<file path="src/rtl/arbitro_sumador.sv">
// Round-robin arbiter sharing one combinational adder between up to four requesters.
// Optional signed-overflow flag is built only when ARBITRO_OVERFLOW_EN is defined.

module sumador #(
  parameter int LEN = 32
) (
  input  logic [LEN-1:0] i_in1,
  input  logic [LEN-1:0] i_in2,
  output logic [LEN-1:0] o_out
);
  assign o_out = i_in1 + i_in2;
endmodule

module arbitro_sumador #(
  parameter int N_REQ = 2,
  parameter int LEN   = 32
) (
  input  logic                 clk,
  input  logic                 rst_n,
  input  logic [N_REQ-1:0]     i_req,
  input  logic [N_REQ*LEN-1:0] i_op_a,
  input  logic [N_REQ*LEN-1:0] i_op_b,
  output logic [N_REQ-1:0]     o_grant,
  output logic                 o_busy,
  output logic [N_REQ-1:0]     o_ack,
  output logic                 o_valid,
  output logic [1:0]           o_id,
  output logic [LEN-1:0]       o_result
`ifdef ARBITRO_OVERFLOW_EN
  ,
  output logic                 o_overflow
`endif
);

  typedef enum logic [1:0] {
    IDLE = 2'd0,
    SUMA = 2'd1,
    RESP = 2'd2
  } state_e;

  state_e             state_q, state_d;
  logic [1:0]         ptr_q, ptr_d;
  logic [LEN-1:0]     op_a_q, op_a_d;
  logic [LEN-1:0]     op_b_q, op_b_d;
  logic [N_REQ-1:0]   grant_q, grant_d;
  logic               busy_q, busy_d;
  logic [N_REQ-1:0]   ack_q, ack_d;
  logic               valid_q, valid_d;
  logic [1:0]         id_q, id_d;
  logic [LEN-1:0]     result_q, result_d;
`ifdef ARBITRO_OVERFLOW_EN
  logic               ovf_q, ovf_d;
`endif

  logic [3:0]         req_pad;
  logic [2:0]         cand;
  logic               sel_found;
  logic [1:0]         sel_idx;
  logic [LEN-1:0]     op_a_sel, op_b_sel;
  logic [N_REQ-1:0]   grant_sel;
  logic [N_REQ-1:0]   id_onehot;
  logic [LEN-1:0]     sum_w;

  sumador #(.LEN(LEN)) u_sumador (
    .i_in1 (op_a_q),
    .i_in2 (op_b_q),
    .o_out (sum_w)
  );

  // Search upward from ptr with wrap; candidates never reach N_REQ, so
  // non-existent requesters cannot win.
  always_comb begin
    req_pad              = '0;
    req_pad[N_REQ-1:0]   = i_req;
    cand                 = '0;
    sel_found            = 1'b0;
    sel_idx              = '0;
    for (int k = 0; k < N_REQ; k++) begin
      cand = {1'b0, ptr_q} + 3'(k);
      if (cand >= 3'(N_REQ)) begin
        cand = cand - 3'(N_REQ);
      end
      if (!sel_found && req_pad[cand[1:0]]) begin
        sel_found = 1'b1;
        sel_idx   = cand[1:0];
      end
    end
  end

  always_comb begin
    op_a_sel  = '0;
    op_b_sel  = '0;
    grant_sel = '0;
    id_onehot = '0;
    for (int k = 0; k < N_REQ; k++) begin
      if (sel_idx == 2'(k)) begin
        op_a_sel     = i_op_a[k*LEN +: LEN];
        op_b_sel     = i_op_b[k*LEN +: LEN];
        grant_sel[k] = 1'b1;
      end
      if (id_q == 2'(k)) begin
        id_onehot[k] = 1'b1;
      end
    end
  end

  // State register
  always_ff @(posedge clk) begin
    if (!rst_n) begin
      state_q <= IDLE;
    end else begin
      state_q <= state_d;
    end
  end

  // Next-state logic
  always_comb begin
    state_d = state_q;
    case (state_q)
      IDLE:    if (sel_found) state_d = SUMA;
      SUMA:    state_d = RESP;
      RESP:    state_d = IDLE;
      default: state_d = IDLE;
    endcase
  end

  // Output and datapath next values; everything holds unless its state updates it.
  always_comb begin
    ptr_d    = ptr_q;
    op_a_d   = op_a_q;
    op_b_d   = op_b_q;
    grant_d  = grant_q;
    busy_d   = busy_q;
    ack_d    = ack_q;
    valid_d  = valid_q;
    id_d     = id_q;
    result_d = result_q;
`ifdef ARBITRO_OVERFLOW_EN
    ovf_d    = ovf_q;
`endif
    case (state_q)
      IDLE: begin
        if (sel_found) begin
          op_a_d  = op_a_sel;
          op_b_d  = op_b_sel;
          grant_d = grant_sel;
          id_d    = sel_idx;
          busy_d  = 1'b1;
        end
      end
      SUMA: begin
        result_d = sum_w;
        ack_d    = id_onehot;
        valid_d  = 1'b1;
`ifdef ARBITRO_OVERFLOW_EN
        ovf_d    = (op_a_q[LEN-1] == op_b_q[LEN-1]) && (sum_w[LEN-1] != op_a_q[LEN-1]);
`endif
      end
      RESP: begin
        ack_d   = '0;
        valid_d = 1'b0;
        grant_d = '0;
        busy_d  = 1'b0;
        ptr_d   = (id_q == 2'(N_REQ-1)) ? 2'd0 : id_q + 2'd1;
      end
      default: begin
        ack_d   = '0;
        valid_d = 1'b0;
        grant_d = '0;
        busy_d  = 1'b0;
      end
    endcase
  end

  always_ff @(posedge clk) begin
    if (!rst_n) begin
      ptr_q    <= '0;
      op_a_q   <= '0;
      op_b_q   <= '0;
      grant_q  <= '0;
      busy_q   <= 1'b0;
      ack_q    <= '0;
      valid_q  <= 1'b0;
      id_q     <= '0;
      result_q <= '0;
`ifdef ARBITRO_OVERFLOW_EN
      ovf_q    <= 1'b0;
`endif
    end else begin
      ptr_q    <= ptr_d;
      op_a_q   <= op_a_d;
      op_b_q   <= op_b_d;
      grant_q  <= grant_d;
      busy_q   <= busy_d;
      ack_q    <= ack_d;
      valid_q  <= valid_d;
      id_q     <= id_d;
      result_q <= result_d;
`ifdef ARBITRO_OVERFLOW_EN
      ovf_q    <= ovf_d;
`endif
    end
  end

  assign o_grant  = grant_q;
  assign o_busy   = busy_q;
  assign o_ack    = ack_q;
  assign o_valid  = valid_q;
  assign o_id     = id_q;
  assign o_result = result_q;
`ifdef ARBITRO_OVERFLOW_EN
  assign o_overflow = ovf_q;
`endif

endmodule
</file>
<file path="config.mk">
export PLATFORM = sky130hd
export DESIGN_NAME = arbitro_sumador
export DESIGN_NICKNAME = d
export VERILOG_FILES = /design/src/rtl/arbitro_sumador.sv
export SDC_FILE = /design/constraint.sdc
export NUM_CORES = 1
export LEC_CHECK = 0
export ABC_CLOCK_PERIOD_IN_PS = 6550
export BUFFER_PORTS_ARGS = -buffer_cell sky130_fd_sc_hd__buf_4
export CELL_PAD_IN_SITES_DETAIL_PLACEMENT = 2
export CELL_PAD_IN_SITES_GLOBAL_PLACEMENT = 2
export CORE_MARGIN = 2
export CORE_UTILIZATION = 34
export CTS_BUF_LIST = sky130_fd_sc_hd__clkbuf_2
export CTS_CLUSTER_DIAMETER = 150
export DETAILED_ROUTE_END_ITERATION = 10
export PLACE_DENSITY = 0.87
export RECOVER_POWER = 50
export SLEW_MARGIN = 20
export SYNTH_ARGS = -nofsm -noshare
export SYNTH_HDL_FRONTEND = slang
export SYNTH_HIERARCHICAL = 1
export SYNTH_SLANG_ARGS = --single-unit
</file>
<file path="constraint.sdc">
create_clock -name clk -period 6.55 [get_ports clk]
set_input_delay 1.31 -clock clk [delete_from_list [all_inputs] [get_ports clk]]
set_output_delay 1.31 -clock clk [all_outputs]
set_load 0.02 [all_outputs]
</file>
==> results of run 1 <==
critical path, delay by kind of cell:
kind / cells / cell delay [ns]
buffers and inverters: 1 / 1.11
and+or+nand+nor: 1 / 2.09
AOI/OAI and AO/OA: 1 / 0.39
Yosys cell counts (all sizes together) (9+ instances only):
master,count
a21boi,33
a21o,12
a21oi,30
a221o,65
buf,13
clkbuf,37
dfxtp,108
ha,31
inv,9
nand2,81
nor2,26
nor3b,66
o21ai,14
xnor2,18
xor2,12
through the flow:
step / util, % / std cells / worst slack (ns) / power, W / hold slack, ns
5_1_grt: 42.5 / 1011 / 1.71 / 0.00163 / 0.511
6_report: 42.5 / 1011 / 2.13 / 0.00153 / 0.488
4_1_cts: 43.5 / 1010 / 3.49 / 0.00156 / 0.488
3_3_place_gp: 42.7 / 993 / 3.39 / 0.00120 / 0.451
3_5_place_dp: 42.8 / 994 / 3.17 / 0.00123 / 0.459
2_1_floorplan: - / 645 / 3.94 / 0.00104 / 0.461
worst max path at each step:
stage	end	slack, ns	cells past startpoint	from
6_report	op_a_q[31]	2.13	3	rst_n
3_5_place_dp	op_b_q[3]	3.17	4	rst_n
2_1_floorplan	o_result[16]	3.94	11	op_a_q[0]
3_3_place_gp	op_b_q[16]	3.39	3	rst_n
4_1_cts	o_result[30]	3.49	11	op_a_q[0]
5_1_grt	op_a_q[27]	1.71	3	rst_n
cell families after synthesis:
group / count (synthesis) / share of synthesized area (%)
buffers and inverters: 59 / 4.11
AOI/OAI and AO/OA: 196 / 27.3
muxes: 1 / 0.170
adders and majority gates: 32 / 6.91
and+or+nand+nor: 219 / 20.4
DFF: 108 / 36.6
xor gates and xnor gates: 30 / 4.45
area by class of cell:
type,count,share of cell area (%)
inverter,9,0.464
clock inverter,7,0.997
antenna,1,0.0344
multi-input combinational,478,48.2
clock buffer,9,0.619
timing repair buffer,174,16.1
tap,225,3.87
sequential,108,29.7
sequential cells by signal, indices dropped and copies added, names as in the netlist:
name	flops
o_ack	2
o_busy	1
o_grant	2
o_id	2
o_result	32
o_valid	1
op_a_q	32
op_b_q	32
ptr_q	2
state_q	2
routing by layer:
layer / up-vias / global-route usage [%]
met2: 118 / 38.8
met1: 2783 / 28.6
met3: 24 / 2.99
met4: 0 / 7.41
li1: 2698 / -
met5: - / 0
report_power, final:
part	internal (W)	leakage, nW	switching [W]	total, W
combinational	0.000190	2.04	0.000241	0.000431
sequential	0.000718	0.886	0.0000473	0.000765
clock	0.0000908	0.0707	0.000246	0.000337
total	0.000999	2.99	0.000534	0.00153
==> metrics.txt, run 1 <==
# TYPE chip_impl_metric gauge
chip_impl_metric{name="crit_path_max_fanout",unit=""} 65
chip_impl_metric{name="dp_hpwl",unit="µm"} 15500
chip_impl_metric{name="pin_count_of_the_biggest_net_entering_global_routing",unit=""} 66
chip_impl_info{name="critPathLaunchType",value="input pin"} 1
chip_impl_metric{name="vias_per_cell",unit=""} 5.56
chip_impl_metric{name="hold_path_cell_cnt",unit=""} 2
chip_impl_metric{name="post_synthesis_instance_area",unit="µm²"} 5900
chip_impl_metric{name="iteration_count_of_the_initial_detailed_routing_pass",unit=""} 4
chip_impl_metric{name="total_routing_usage_gr",unit="%"} 22.4
chip_impl_metric{name="final_period_utilization",unit="%"} 67.5
chip_impl_metric{name="routed_wirelength",unit="µm"} 20300
chip_impl_metric{name="max_slew_violations",unit=""} 110
chip_impl_metric{name="maxSlewHeadroom",unit="%"} -70.6
chip_impl_info{name="critical-path-slowest-cell",value="sky130_fd_sc_hd__and4_1"} 1
chip_impl_metric{name="worstMarginPinSlew",unit="ns"} 2.56
chip_impl_metric{name="postSynthRegisterBits",unit=""} 108
chip_impl_info{name="worst_r2r_endpoint",value="o_result[24]"} 1
chip_impl_metric{name="static-leakage-power",unit="nW"} 2.99
chip_impl_metric{name="ys_warn_count",unit=""} 6
chip_impl_metric{name="combined_flip_flop_and_latch_cell_area",unit="µm²"} 2160
chip_impl_info{name="hold-path-endpoint",value="o_busy"} 1
chip_impl_metric{name="final_net_count",unit=""} 944
chip_impl_info{name="netlist.top_cell.by_area",value="sky130_fd_sc_hd__dfxtp_1"} 1
chip_impl_metric{name="synth_seq_area_share",unit="%"} 36.6
chip_impl_metric{name="area_of_the_placeable_core",unit="µm²"} 17100
chip_impl_info{name="timing.critical_path.cells",value="clkbuf_1 > and4_1 > a221o_1"} 1
chip_impl_metric{name="route.met3.wl",unit="µm"} 742
chip_impl_info{name="end_kind",value="flop"} 1
chip_impl_metric{name="area_taken_by_multi_input_logic_gates",unit="µm²"} 3510
chip_impl_metric{name="max-clock-path-buffers",unit=""} 2
chip_impl_info{name="layout.cells.most_common",value="sky130_fd_sc_hd__buf_4"} 1
chip_impl_metric{name="cts.sink_count",unit=""} 108
chip_impl_metric{name="ir_drop",unit="µV"} 78.1
chip_impl_metric{name="timing.reg2reg.worst_path_depth",unit=""} 11
chip_impl_metric{name="io_buffers",unit=""} 171
chip_impl_metric{name="crit_required",unit="ns"} 7.13
chip_impl_metric{name="power.density",unit="nW/µm²"} 211
chip_impl_info{name="highest-signal-layer",value="met4"} 1
chip_impl_info{name="synth.area.top_cells",value="sky130_fd_sc_hd__dfxtp_1 (37%), sky130_fd_sc_hd__a221o_1 (11%), sky130_fd_sc_hd__nor3b_1 (8.4%)"} 1
chip_impl_info{name="worst_r2r_startpoint",value="op_a_q[0]"} 1
chip_impl_metric{name="placed_area",unit="µm²"} 7330
chip_impl_metric{name="number_of_enable_flip_flop_cells_after_synthesis",unit=""} 0
chip_impl_metric{name="num-fill-cells",unit=""} 1952
chip_impl_info{name="hold_path.class",value="reg2reg"} 1
chip_impl_metric{name="place.gp.congestion",unit=""} 0.806
chip_impl_metric{name="syn_nets",unit=""} 809
chip_impl_metric{name="timing.reg2reg.setup_slack",unit="ns"} 3.13
chip_impl_info{name="grt_setup_unrepaired",value="no"} 1
chip_impl_metric{name="final_area",unit="µm²"} 7280
chip_impl_metric{name="maxClockFrequency",unit="GHz"} 0.226
chip_impl_metric{name="num_vias",unit=""} 5623
chip_impl_metric{name="drc_marker_count_from_the_first_detailed_route_iteration",unit=""} 205
chip_impl_info{name="mostFrequentLayoutCells",value="sky130_fd_sc_hd__buf_4 (133), sky130_fd_sc_hd__dfxtp_1 (108), sky130_fd_sc_hd__nand2_1 (81)"} 1
chip_impl_metric{name="globalRoute.totalOverflow",unit=""} 0
chip_impl_info{name="cts_tree",value="built"} 1
chip_impl_metric{name="syn_to_final_growth",unit="%"} 23.2
chip_impl_metric{name="first_global_vias",unit=""} 6010
chip_impl_metric{name="post_cts_buffers",unit=""} 0
chip_impl_info{name="run_status",value="finished, violations left"} 1
chip_impl_metric{name="number_of_placement_rows",unit=""} 48
chip_impl_metric{name="post-route-min-period",unit="ns"} 4.42
chip_impl_metric{name="worstSkewPairLatency",unit="ns"} 0.66
chip_impl_metric{name="setup_tns",unit="ns"} 0
chip_impl_metric{name="clkTransAtPathRegs",unit="ns"} 0.29
chip_impl_metric{name="antenna_found_initial",unit=""} 1
chip_impl_info{name="clock-root-buffer",value="sky130_fd_sc_hd__clkbuf_2"} 1
chip_impl_metric{name="asyncSetResetFlopFracSynth",unit="%"} 0
chip_impl_metric{name="cts-resized-gates",unit=""} 0
chip_impl_metric{name="ios",unit=""} 172
chip_impl_metric{name="number_of_cts_inserted_buffers",unit=""} 9
chip_impl_metric{name="syn-instance-count",unit=""} 645
chip_impl_metric{name="setup-violations-final",unit=""} 0
chip_impl_metric{name="floorplan.die_area",unit="µm²"} 18400
chip_impl_metric{name="cp_data_arrival_time",unit="ns"} 5.01
chip_impl_metric{name="syn_area_per_cell",unit="µm²"} 9.15
chip_impl_metric{name="grt_pass1_wl",unit="µm"} 32400
chip_impl_metric{name="routedWlPerCell",unit="µm"} 20.1
chip_impl_metric{name="ctsHtreeMaxLevel",unit=""} 3
chip_impl_info{name="violations_in_the_final_reports",value="max-capacitance violations, max-slew violations"} 1
chip_impl_metric{name="final_hold_violation_count",unit=""} 0
chip_impl_metric{name="finClkSkew",unit="ns"} 0.0402
chip_impl_metric{name="drv.max_cap_violation_count",unit=""} 2
chip_impl_metric{name="drc",unit=""} 0
chip_impl_metric{name="yosysTopAreaCellShare",unit="%"} 36.6
chip_impl_metric{name="post_route_m1_wl",unit="µm"} 9140
chip_impl_metric{name="critPathMaxStageDelay",unit="ns"} 2.09
chip_impl_metric{name="met2_wirelength",unit="µm"} 10000
chip_impl_metric{name="post_route_cells_drive_above_1_share",unit="%"} 21.0
chip_impl_metric{name="die_w",unit="µm"} 136
chip_impl_info{name="synth_top_flop_cell",value="sky130_fd_sc_hd__dfxtp_1"} 1
chip_impl_metric{name="y_dimension_of_the_die",unit="µm"} 136
chip_impl_info{name="worst_hold_startpoint",value="o_busy"} 1
chip_impl_metric{name="post_synth_num_cell_types",unit=""} 64
chip_impl_metric{name="antenna_violating_nets_post_route",unit=""} 0
chip_impl_metric{name="effective_utilization_at_floorplan",unit="%"} 34.5
chip_impl_metric{name="cts_hold_buffers",unit=""} 0
chip_impl_info{name="criticalPathCategory",value="in2reg"} 1
Power figures use the tool's default switching activity.
==> run 2, diff against run 1 <==
Settings changed: ABC_CLOCK_PERIOD_IN_PS 6550 to 4200, CORE_UTILIZATION 34 to 32, PLACE_DENSITY 0.87 to 0.83.
Clock period 6.55 ns to 4.2 ns, I/O delays scaled along.
==> metrics.txt, run 2 (synthesis results as in run 1) <==
# TYPE chip_impl_metric gauge
chip_impl_metric{name="area_of_the_placeable_core",unit="µm²"} 18000
chip_impl_metric{name="timing.reg2reg.setup_slack",unit="ns"} 0.82
chip_impl_metric{name="max_slew_violations",unit=""} 39
chip_impl_metric{name="setup_tns",unit="ns"} 0
chip_impl_metric{name="cts-resized-gates",unit=""} 0
chip_impl_metric{name="grt_pass1_wl",unit="µm"} 34100
chip_impl_metric{name="hold_path_cell_cnt",unit=""} 2
chip_impl_metric{name="cts.sink_count",unit=""} 108
chip_impl_info{name="criticalPathCategory",value="reg2reg"} 1
chip_impl_info{name="worst_r2r_startpoint",value="state_q[0]"} 1
chip_impl_metric{name="globalRoute.totalOverflow",unit=""} 0
chip_impl_metric{name="drv.max_cap_violation_count",unit=""} 1
chip_impl_metric{name="max-clock-path-buffers",unit=""} 2
chip_impl_info{name="cts_tree",value="built"} 1
chip_impl_metric{name="num_vias",unit=""} 5620
chip_impl_metric{name="timing.reg2reg.worst_path_depth",unit=""} 4
chip_impl_metric{name="cts_hold_buffers",unit=""} 0
chip_impl_metric{name="fin_worst_hold_slack",unit="ns"} 0.376
chip_impl_metric{name="worstSkewPairLatency",unit="ns"} 0.65
chip_impl_metric{name="ctsHtreeMaxLevel",unit=""} 3
chip_impl_metric{name="io_buffers",unit=""} 171
chip_impl_metric{name="total_routing_usage_gr",unit="%"} 21.8
chip_impl_metric{name="post_cts_buffers",unit=""} 0
chip_impl_metric{name="critPathMaxStageDelay",unit="ns"} 1.42
chip_impl_metric{name="post_route_cells_drive_above_1_share",unit="%"} 21.1
chip_impl_metric{name="final_period_utilization",unit="%"} 80.5
chip_impl_info{name="critPathLaunchType",value="flop"} 1
chip_impl_info{name="family_with_the_most_delay_on_the_worst_path",value="simple AND/OR/NAND/NOR gates"} 1
chip_impl_metric{name="clkTransAtPathRegs",unit="ns"} 0.32
chip_impl_metric{name="die_w",unit="µm"} 140
chip_impl_info{name="worst_r2r_endpoint",value="op_a_q[29]"} 1
chip_impl_metric{name="routed_wirelength",unit="µm"} 21200
chip_impl_metric{name="num-fill-cells",unit=""} 2060
chip_impl_metric{name="final_hold_violation_count",unit=""} 0
chip_impl_metric{name="effective_utilization_at_floorplan",unit="%"} 32.8
chip_impl_metric{name="pin_count_of_the_biggest_net_entering_global_routing",unit=""} 44
chip_impl_metric{name="antenna_found_initial",unit=""} 1
chip_impl_info{name="hold_path.class",value="in2reg"} 1
chip_impl_metric{name="drc",unit=""} 0
chip_impl_metric{name="ios",unit=""} 172
chip_impl_metric{name="syn_to_final_growth",unit="%"} 23.4
chip_impl_metric{name="timing.critical_path.buf_inv",unit=""} 1
chip_impl_metric{name="crit_path_max_fanout",unit=""} 38
chip_impl_metric{name="place.gp.congestion",unit=""} 0.827
chip_impl_info{name="run_status",value="finished, violations left"} 1
chip_impl_metric{name="cp_data_arrival_time",unit="ns"} 3.95
chip_impl_info{name="critical-path-slowest-cell",value="sky130_fd_sc_hd__nand4bb_1"} 1
chip_impl_metric{name="setup-violations-final",unit=""} 0
chip_impl_metric{name="first_global_vias",unit=""} 6239
chip_impl_info{name="worst_hold_startpoint",value="i_op_a[3]"} 1
chip_impl_info{name="hold-path-endpoint",value="op_a_q[3]"} 1
chip_impl_metric{name="number_of_cts_inserted_buffers",unit=""} 9
chip_impl_metric{name="routedWlPerCell",unit="µm"} 20.8
chip_impl_metric{name="dp_hpwl",unit="µm"} 16500
chip_impl_metric{name="post-route-min-period",unit="ns"} 3.38
chip_impl_metric{name="crit_required",unit="ns"} 4.77
chip_impl_metric{name="crit_cells",unit=""} 4
chip_impl_info{name="timing.critical_path.cells",value="nand4bb_1 > clkbuf_2 > nor3b_1 > a221o_1"} 1
chip_impl_info{name="clock-root-buffer",value="sky130_fd_sc_hd__clkbuf_2"} 1
chip_impl_metric{name="iteration_count_of_the_initial_detailed_routing_pass",unit=""} 4
chip_impl_metric{name="maxSlewHeadroom",unit="%"} -11.2
chip_impl_metric{name="worstMarginPinSlew",unit="ns"} 1.66
chip_impl_info{name="layout.cells.most_common",value="sky130_fd_sc_hd__buf_4"} 1
chip_impl_metric{name="number_of_placement_rows",unit=""} 49
chip_impl_info{name="end_kind",value="flop"} 1
chip_impl_info{name="violations_in_the_final_reports",value="max-capacitance violations, max-slew violations"} 1
chip_impl_metric{name="y_dimension_of_the_die",unit="µm"} 140
chip_impl_metric{name="antenna_violating_nets_post_route",unit=""} 0
chip_impl_metric{name="static-leakage-power",unit="nW"} 3.00
chip_impl_metric{name="finClkSkew",unit="ns"} 0.0525
chip_impl_metric{name="ir_drop",unit="µV"} 141
chip_impl_metric{name="drc_marker_count_from_the_first_detailed_route_iteration",unit=""} 230
chip_impl_info{name="mostFrequentLayoutCells",value="sky130_fd_sc_hd__buf_4 (135), sky130_fd_sc_hd__dfxtp_1 (108), sky130_fd_sc_hd__nand2_1 (81)"} 1
chip_impl_metric{name="maxClockFrequency",unit="GHz"} 0.296
chip_impl_metric{name="final_net_count",unit=""} 947
chip_impl_metric{name="floorplan.die_area",unit="µm²"} 19600
chip_impl_info{name="grt_setup_unrepaired",value="no"} 1
chip_impl_metric{name="vias_per_cell",unit=""} 5.52
chip_impl_metric{name="final_util",unit="%"} 40.4
chip_impl_metric{name="power.density",unit="nW/µm²"} 330
==> run 2: metrics by stage <==
stage	instance area (µm²)	power (W)	instances	setup WS (ns)
4_1_cts	7460	0.00246	1017	1.20
5_1_grt	7290	0.00254	1018	0.467
2_1_floorplan	5900	0.00162	645	1.59
3_5_place_dp	7340	0.00192	1001	1.27
6_report	7290	0.00240	1018	0.819
3_3_place_gp	7340	0.00189	1001	1.28
==> run 2: worst register-to-register path, stage by stage, from the launching register on <==
cell and delay, ns:
sky130_fd_sc_hd__dfxtp_1 0.53, sky130_fd_sc_hd__nand4bb_1 1.42, sky130_fd_sc_hd__clkbuf_2 0.80, sky130_fd_sc_hd__nor3b_1 0.38, sky130_fd_sc_hd__a221o_1 0.17
==> run 2: layer usage <==
metal  GRT usage [%]  part of all wire [%]
met5               0                     0
met4            6.16                   1.5
met3            2.41                   3.1
met2            39.5                    51
met1            27.4                    44
==> run 2: report_power, final <==
part	switching (W)	total, W	internal [W]	leakage [nW]
combinational	0.000387	0.000680	0.000293	2.04
sequential	0.0000711	0.00119	0.00112	0.886
clock	0.000385	0.000531	0.000147	0.0744
total	0.000842	0.00240	0.00156	3.00
==> run 2: cell type report <==
class,count,area [µm²],area share (%)
inverters,9,33.8,0.464
diodes,1,2.50,0.0343
well taps,229,287,3.93
repair buffers,177,1170,16.1
flip-flops and latches,108,2160,29.7
multi-input cells,478,3510,48.1
clock buffers,10,50.0,0.687
clock inverters,6,71.3,0.979
==> run 2: how the worst max path moves through the flow <==
| stage | endpoint | from | slack (ns) |
|---|---|---|---|
| after floorplan | o_result[16] | op_a_q[0] | 1.59 |
| after global placement | o_result[31] | op_a_q[4] | 1.28 |
| after detailed placement | o_result[24] | op_a_q[0] | 1.27 |
| after CTS | o_result[24] | op_a_q[0] | 1.20 |
| after global routing | op_a_q[29] | state_q[0] | 0.47 |
| final | op_a_q[29] | state_q[0] | 0.82 |
==> run 3, diff against run 2 <==
Settings changed: ABC_AREA from default to 1, ABC_CLOCK_PERIOD_IN_PS 4200 to 3500, CORE_UTILIZATION 32 to 28, PLACE_DENSITY 0.83 to 0.82.
Clock period 4.2 ns to 3.5 ns, I/O delays scaled along.
==> metrics.txt, run 3 <==
# TYPE chip_impl_metric gauge
chip_impl_metric{name="combined_flip_flop_and_latch_cell_area",unit="µm²"} 2160
chip_impl_metric{name="clkTransAtPathRegs",unit="ns"} 0.40
chip_impl_info{name="clock-root-buffer",value="sky130_fd_sc_hd__clkbuf_2"} 1
chip_impl_info{name="ys_top_cells_by_count",value="sky130_fd_sc_hd__nand2_1 (492), sky130_fd_sc_hd__inv_1 (121), sky130_fd_sc_hd__dfxtp_1 (108)"} 1
chip_impl_metric{name="area_fraction_in_compound_gates_after_synthesis",unit="%"} 9.33
chip_impl_metric{name="finClkSkew",unit="ns"} 0.0688
chip_impl_metric{name="cts.sink_count",unit=""} 108
chip_impl_info{name="grt_setup_unrepaired",value="no"} 1
chip_impl_metric{name="post_synthesis_instance_area",unit="µm²"} 6970
chip_impl_metric{name="final_period_utilization",unit="%"} 77.8
chip_impl_metric{name="timing.reg2reg.worst_path_depth",unit=""} 7
chip_impl_metric{name="pin_count_of_the_biggest_net_entering_global_routing",unit=""} 68
chip_impl_metric{name="final_net_count",unit=""} 1477
chip_impl_info{name="critical-path-slowest-cell",value="sky130_fd_sc_hd__clkinv_2"} 1
chip_impl_metric{name="post_route_cells_drive_above_1_share",unit="%"} 12.7
chip_impl_metric{name="parity_gate_share_of_the_synthesized_area_counting_xor_and_xnor_cells",unit="%"} 2.01
chip_impl_metric{name="synthAdderAreaFrac",unit="%"} 5.85
chip_impl_metric{name="place.gp.congestion",unit=""} 0.815
chip_impl_info{name="synth_top_family_by_area",value="simple AND/OR/NAND/NOR gates"} 1
chip_impl_metric{name="number_of_cts_inserted_buffers",unit=""} 9
chip_impl_metric{name="setup-violations-final",unit=""} 0
chip_impl_info{name="cts_tree",value="built"} 1
chip_impl_info{name="mostFrequentLayoutCells",value="sky130_fd_sc_hd__nand2_1 (494), sky130_fd_sc_hd__buf_4 (136), sky130_fd_sc_hd__inv_1 (120)"} 1
chip_impl_metric{name="crit_path_max_fanout",unit=""} 65
chip_impl_metric{name="syn_area_per_cell",unit="µm²"} 5.93
chip_impl_metric{name="synthMuxAreaShare",unit="%"} 0
chip_impl_metric{name="drc",unit=""} 0
chip_impl_metric{name="timing.reg2reg.setup_slack",unit="ns"} 0.78
chip_impl_metric{name="grt_use_met2",unit="%"} 31.8
chip_impl_metric{name="number_of_enable_flip_flop_cells_after_synthesis",unit=""} 0
chip_impl_metric{name="post_synth_num_cell_types",unit=""} 25
chip_impl_metric{name="setup_tns",unit="ns"} 0
chip_impl_info{name="run_status",value="completed"} 1
chip_impl_metric{name="post-route-min-period",unit="ns"} 2.72
chip_impl_metric{name="worstMarginPinSlew",unit="ns"} 1.24
chip_impl_metric{name="placed_area",unit="µm²"} 8460
chip_impl_metric{name="grt_pass1_wl",unit="µm"} 41800
chip_impl_metric{name="routed_wirelength",unit="µm"} 25600
chip_impl_metric{name="num_vias",unit=""} 7681
chip_impl_metric{name="io_buffers",unit=""} 171
chip_impl_metric{name="dp_hpwl",unit="µm"} 20600
chip_impl_info{name="synth.most_common_cell",value="sky130_fd_sc_hd__nand2_1"} 1
chip_impl_metric{name="iteration_count_of_the_initial_detailed_routing_pass",unit=""} 4
chip_impl_metric{name="crit_required",unit="ns"} 4.09
chip_impl_metric{name="first_global_vias",unit=""} 8045
chip_impl_metric{name="asyncSetResetFlopFracSynth",unit="%"} 0
chip_impl_info{name="end_kind",value="flop"} 1
chip_impl_metric{name="final_hold_violation_count",unit=""} 0
chip_impl_info{name="synth.area.top_cells",value="sky130_fd_sc_hd__dfxtp_1 (31%), sky130_fd_sc_hd__nand2_1 (26%), sky130_fd_sc_hd__nand3_1 (7.0%)"} 1
chip_impl_metric{name="stdcell_count",unit=""} 1644
chip_impl_info{name="criticalPathCategory",value="reg2reg"} 1
chip_impl_metric{name="cts-resized-gates",unit=""} 0
chip_impl_metric{name="number_of_placement_rows",unit=""} 57
chip_impl_metric{name="vias_per_cell",unit=""} 4.67
chip_impl_info{name="timing.critical_path.cells",value="inv_1 > nand2_1 > nand3_1 > nand2_1 > clkinv_2 > nand2_1 > a21oi_1"} 1
chip_impl_info{name="crit_start",value="ptr_q[0]"} 1
chip_impl_metric{name="floorplan.die_area",unit="µm²"} 26200
chip_impl_metric{name="synth_seq_area_share",unit="%"} 31.0
chip_impl_metric{name="final_util",unit="%"} 34.5
chip_impl_metric{name="max_slew_violations",unit=""} 0
chip_impl_info{name="hold-path-endpoint",value="op_b_q[23]"} 1
chip_impl_metric{name="yosys.area_share.simple",unit="%"} 41.2
chip_impl_metric{name="maxSlewHeadroom",unit="%"} 17.3
chip_impl_metric{name="routedWlPerCell",unit="µm"} 15.6
chip_impl_metric{name="ys_warn_count",unit=""} 6
chip_impl_metric{name="cts_hold_buffers",unit=""} 0
chip_impl_metric{name="area_of_the_placeable_core",unit="µm²"} 24400
chip_impl_metric{name="syn_nets",unit=""} 1340
chip_impl_metric{name="drv.max_cap_violation_count",unit=""} 0
chip_impl_metric{name="num-fill-cells",unit=""} 3122
chip_impl_info{name="critPathLaunchType",value="flop"} 1
chip_impl_metric{name="antenna_violating_nets_post_route",unit=""} 0
chip_impl_metric{name="worstSkewPairLatency",unit="ns"} 0.71
chip_impl_info{name="netlist.top_cell.by_area",value="sky130_fd_sc_hd__dfxtp_1"} 1
chip_impl_metric{name="area_taken_by_multi_input_logic_gates",unit="µm²"} 4070
chip_impl_metric{name="static-leakage-power",unit="nW"} 4.52
chip_impl_metric{name="fin_worst_hold_slack",unit="ns"} 0.290
chip_impl_metric{name="ctsHtreeMaxLevel",unit=""} 3
chip_impl_metric{name="dpl.cell_count",unit=""} 1626
chip_impl_info{name="layout.cells.most_common",value="sky130_fd_sc_hd__nand2_1"} 1
chip_impl_metric{name="syn-instance-count",unit=""} 1176
chip_impl_info{name="worst_r2r_endpoint",value="op_b_q[11]"} 1
chip_impl_metric{name="drc_marker_count_from_the_first_detailed_route_iteration",unit=""} 273
chip_impl_metric{name="max-clock-path-buffers",unit=""} 2
chip_impl_info{name="hold_path.class",value="in2reg"} 1
chip_impl_metric{name="syn_to_final_growth",unit="%"} 20.8
chip_impl_metric{name="critPathMaxStageDelay",unit="ns"} 0.71
chip_impl_metric{name="ir_drop",unit="µV"} 144
chip_impl_metric{name="antenna_found_initial",unit=""} 2
chip_impl_metric{name="post_cts_buffers",unit=""} 0
chip_impl_metric{name="ios",unit=""} 172
chip_impl_metric{name="maxClockFrequency",unit="GHz"} 0.367
chip_impl_metric{name="yosysTopAreaCellShare",unit="%"} 31.0
chip_impl_metric{name="y_dimension_of_the_die",unit="µm"} 162
chip_impl_info{name="worst_r2r_startpoint",value="ptr_q[0]"} 1
chip_impl_metric{name="groute.layer.met3.usage",unit="%"} 3.88
chip_impl_metric{name="power.density",unit="nW/µm²"} 370
chip_impl_metric{name="final_area",unit="µm²"} 8430
chip_impl_info{name="grt_busiest_layer",value="met2"} 1
chip_impl_metric{name="effective_utilization_at_floorplan",unit="%"} 28.6
chip_impl_info{name="timing.critical_path.mode_cell",value="sky130_fd_sc_hd__nand2_1"} 1
chip_impl_metric{name="total_routing_usage_gr",unit="%"} 19.9
chip_impl_metric{name="die_w",unit="µm"} 162
chip_impl_metric{name="postSynthRegisterBits",unit=""} 108
chip_impl_metric{name="cp_data_arrival_time",unit="ns"} 3.31
chip_impl_metric{name="globalRouteMet1Util",unit="%"} 27.6
chip_impl_info{name="synth_top_flop_cell",value="sky130_fd_sc_hd__dfxtp_1"} 1
chip_impl_metric{name="globalRoute.totalOverflow",unit=""} 0
chip_impl_info{name="worst_hold_startpoint",value="i_op_b[23]"} 1
chip_impl_metric{name="hold_path_cell_cnt",unit=""} 5
[run 3: cell count changes after synthesis, moves of 33 or more]
cell | previous run | this run
sky130_fd_sc_hd__inv_1 | 9 | 121
sky130_fd_sc_hd__nor3b_1 | 66 | 0
sky130_fd_sc_hd__a21oi_1 | 30 | 88
sky130_fd_sc_hd__nand3_1 | 6 | 97
sky130_fd_sc_hd__nand2_1 | 81 | 492
sky130_fd_sc_hd__a21boi_0 | 33 | 0
sky130_fd_sc_hd__nor2_1 | 25 | 105
sky130_fd_sc_hd__a221o_1 | 65 | 0
[run 3: logic make-up (layout without fill, tap and decap cells)]
kind of cell | Yosys count | in the layout
xor+xnor | 16 | 16
other cells | 0 | 2
buf+inv | 175 | 317
simple gates | 718 | 718
compound gates | 127 | 127
fa+ha+maj | 32 | 32
flops | 108 | 108
[run 3: cell type report]
class | instances | share of cell area, %
diodes | 2 | 0.0594
clock buffers | 9 | 0.535
clock inverters | 7 | 1.02
inverters | 123 | 5.49
multi-input cells | 893 | 48.2
flip-flops and latches | 108 | 25.7
well taps | 324 | 4.81
repair buffers | 178 | 14.2
[run 3: how the worst max path moves through the flow]
| stage | endpoint | slack [ns] |
|---|---|---|
| 6_report | op_b_q[11] | 0.78 |
| 5_1_grt | op_b_q[21] | 0.42 |
| 4_1_cts | o_result[28] | 1.00 |
| 3_5_place_dp | op_a_q[0] | 0.81 |
| 3_3_place_gp | op_a_q[28] | 0.99 |
| 2_1_floorplan | o_result[28] | 1.59 |
[run 3: where the power goes]
group / switching (W) / leakage, nW / internal [W] / total [W]
Sequential: 0.0000843 / 0.890 / 0.00136 / 0.00144
Clock: 0.000515 / 0.0777 / 0.000129 / 0.000644
Combinational: 0.000665 / 3.55 / 0.000367 / 0.00103
[run 3: critical path, delay by kind of cell, from the launching register on]
kind | cells | cell delay (ns)
AO/OA/AOI/OAI | 1 | 0.10
AND/OR/NAND/NOR | 4 | 1.28
flip-flops | 1 | 0.43
buffers and inverters | 2 | 0.77
[run 3: through the flow]
step	setup slack (ns)	total power [W]
4_1_cts	1.00	0.00322
5_1_grt	0.422	0.00338
3_5_place_dp	0.814	0.00255
2_1_floorplan	1.59	0.00212
3_3_place_gp	0.993	0.00251
6_report	0.775	0.00312
[run 3: routing by layer]
layer	part of all wire [%]	vias up	routed length, µm
met5	0	-	0
met4	1.1	0	280
met3	4.3	20	1110
met2	44	131	11400
met1	50	3609	12800
li1	-	3921	-
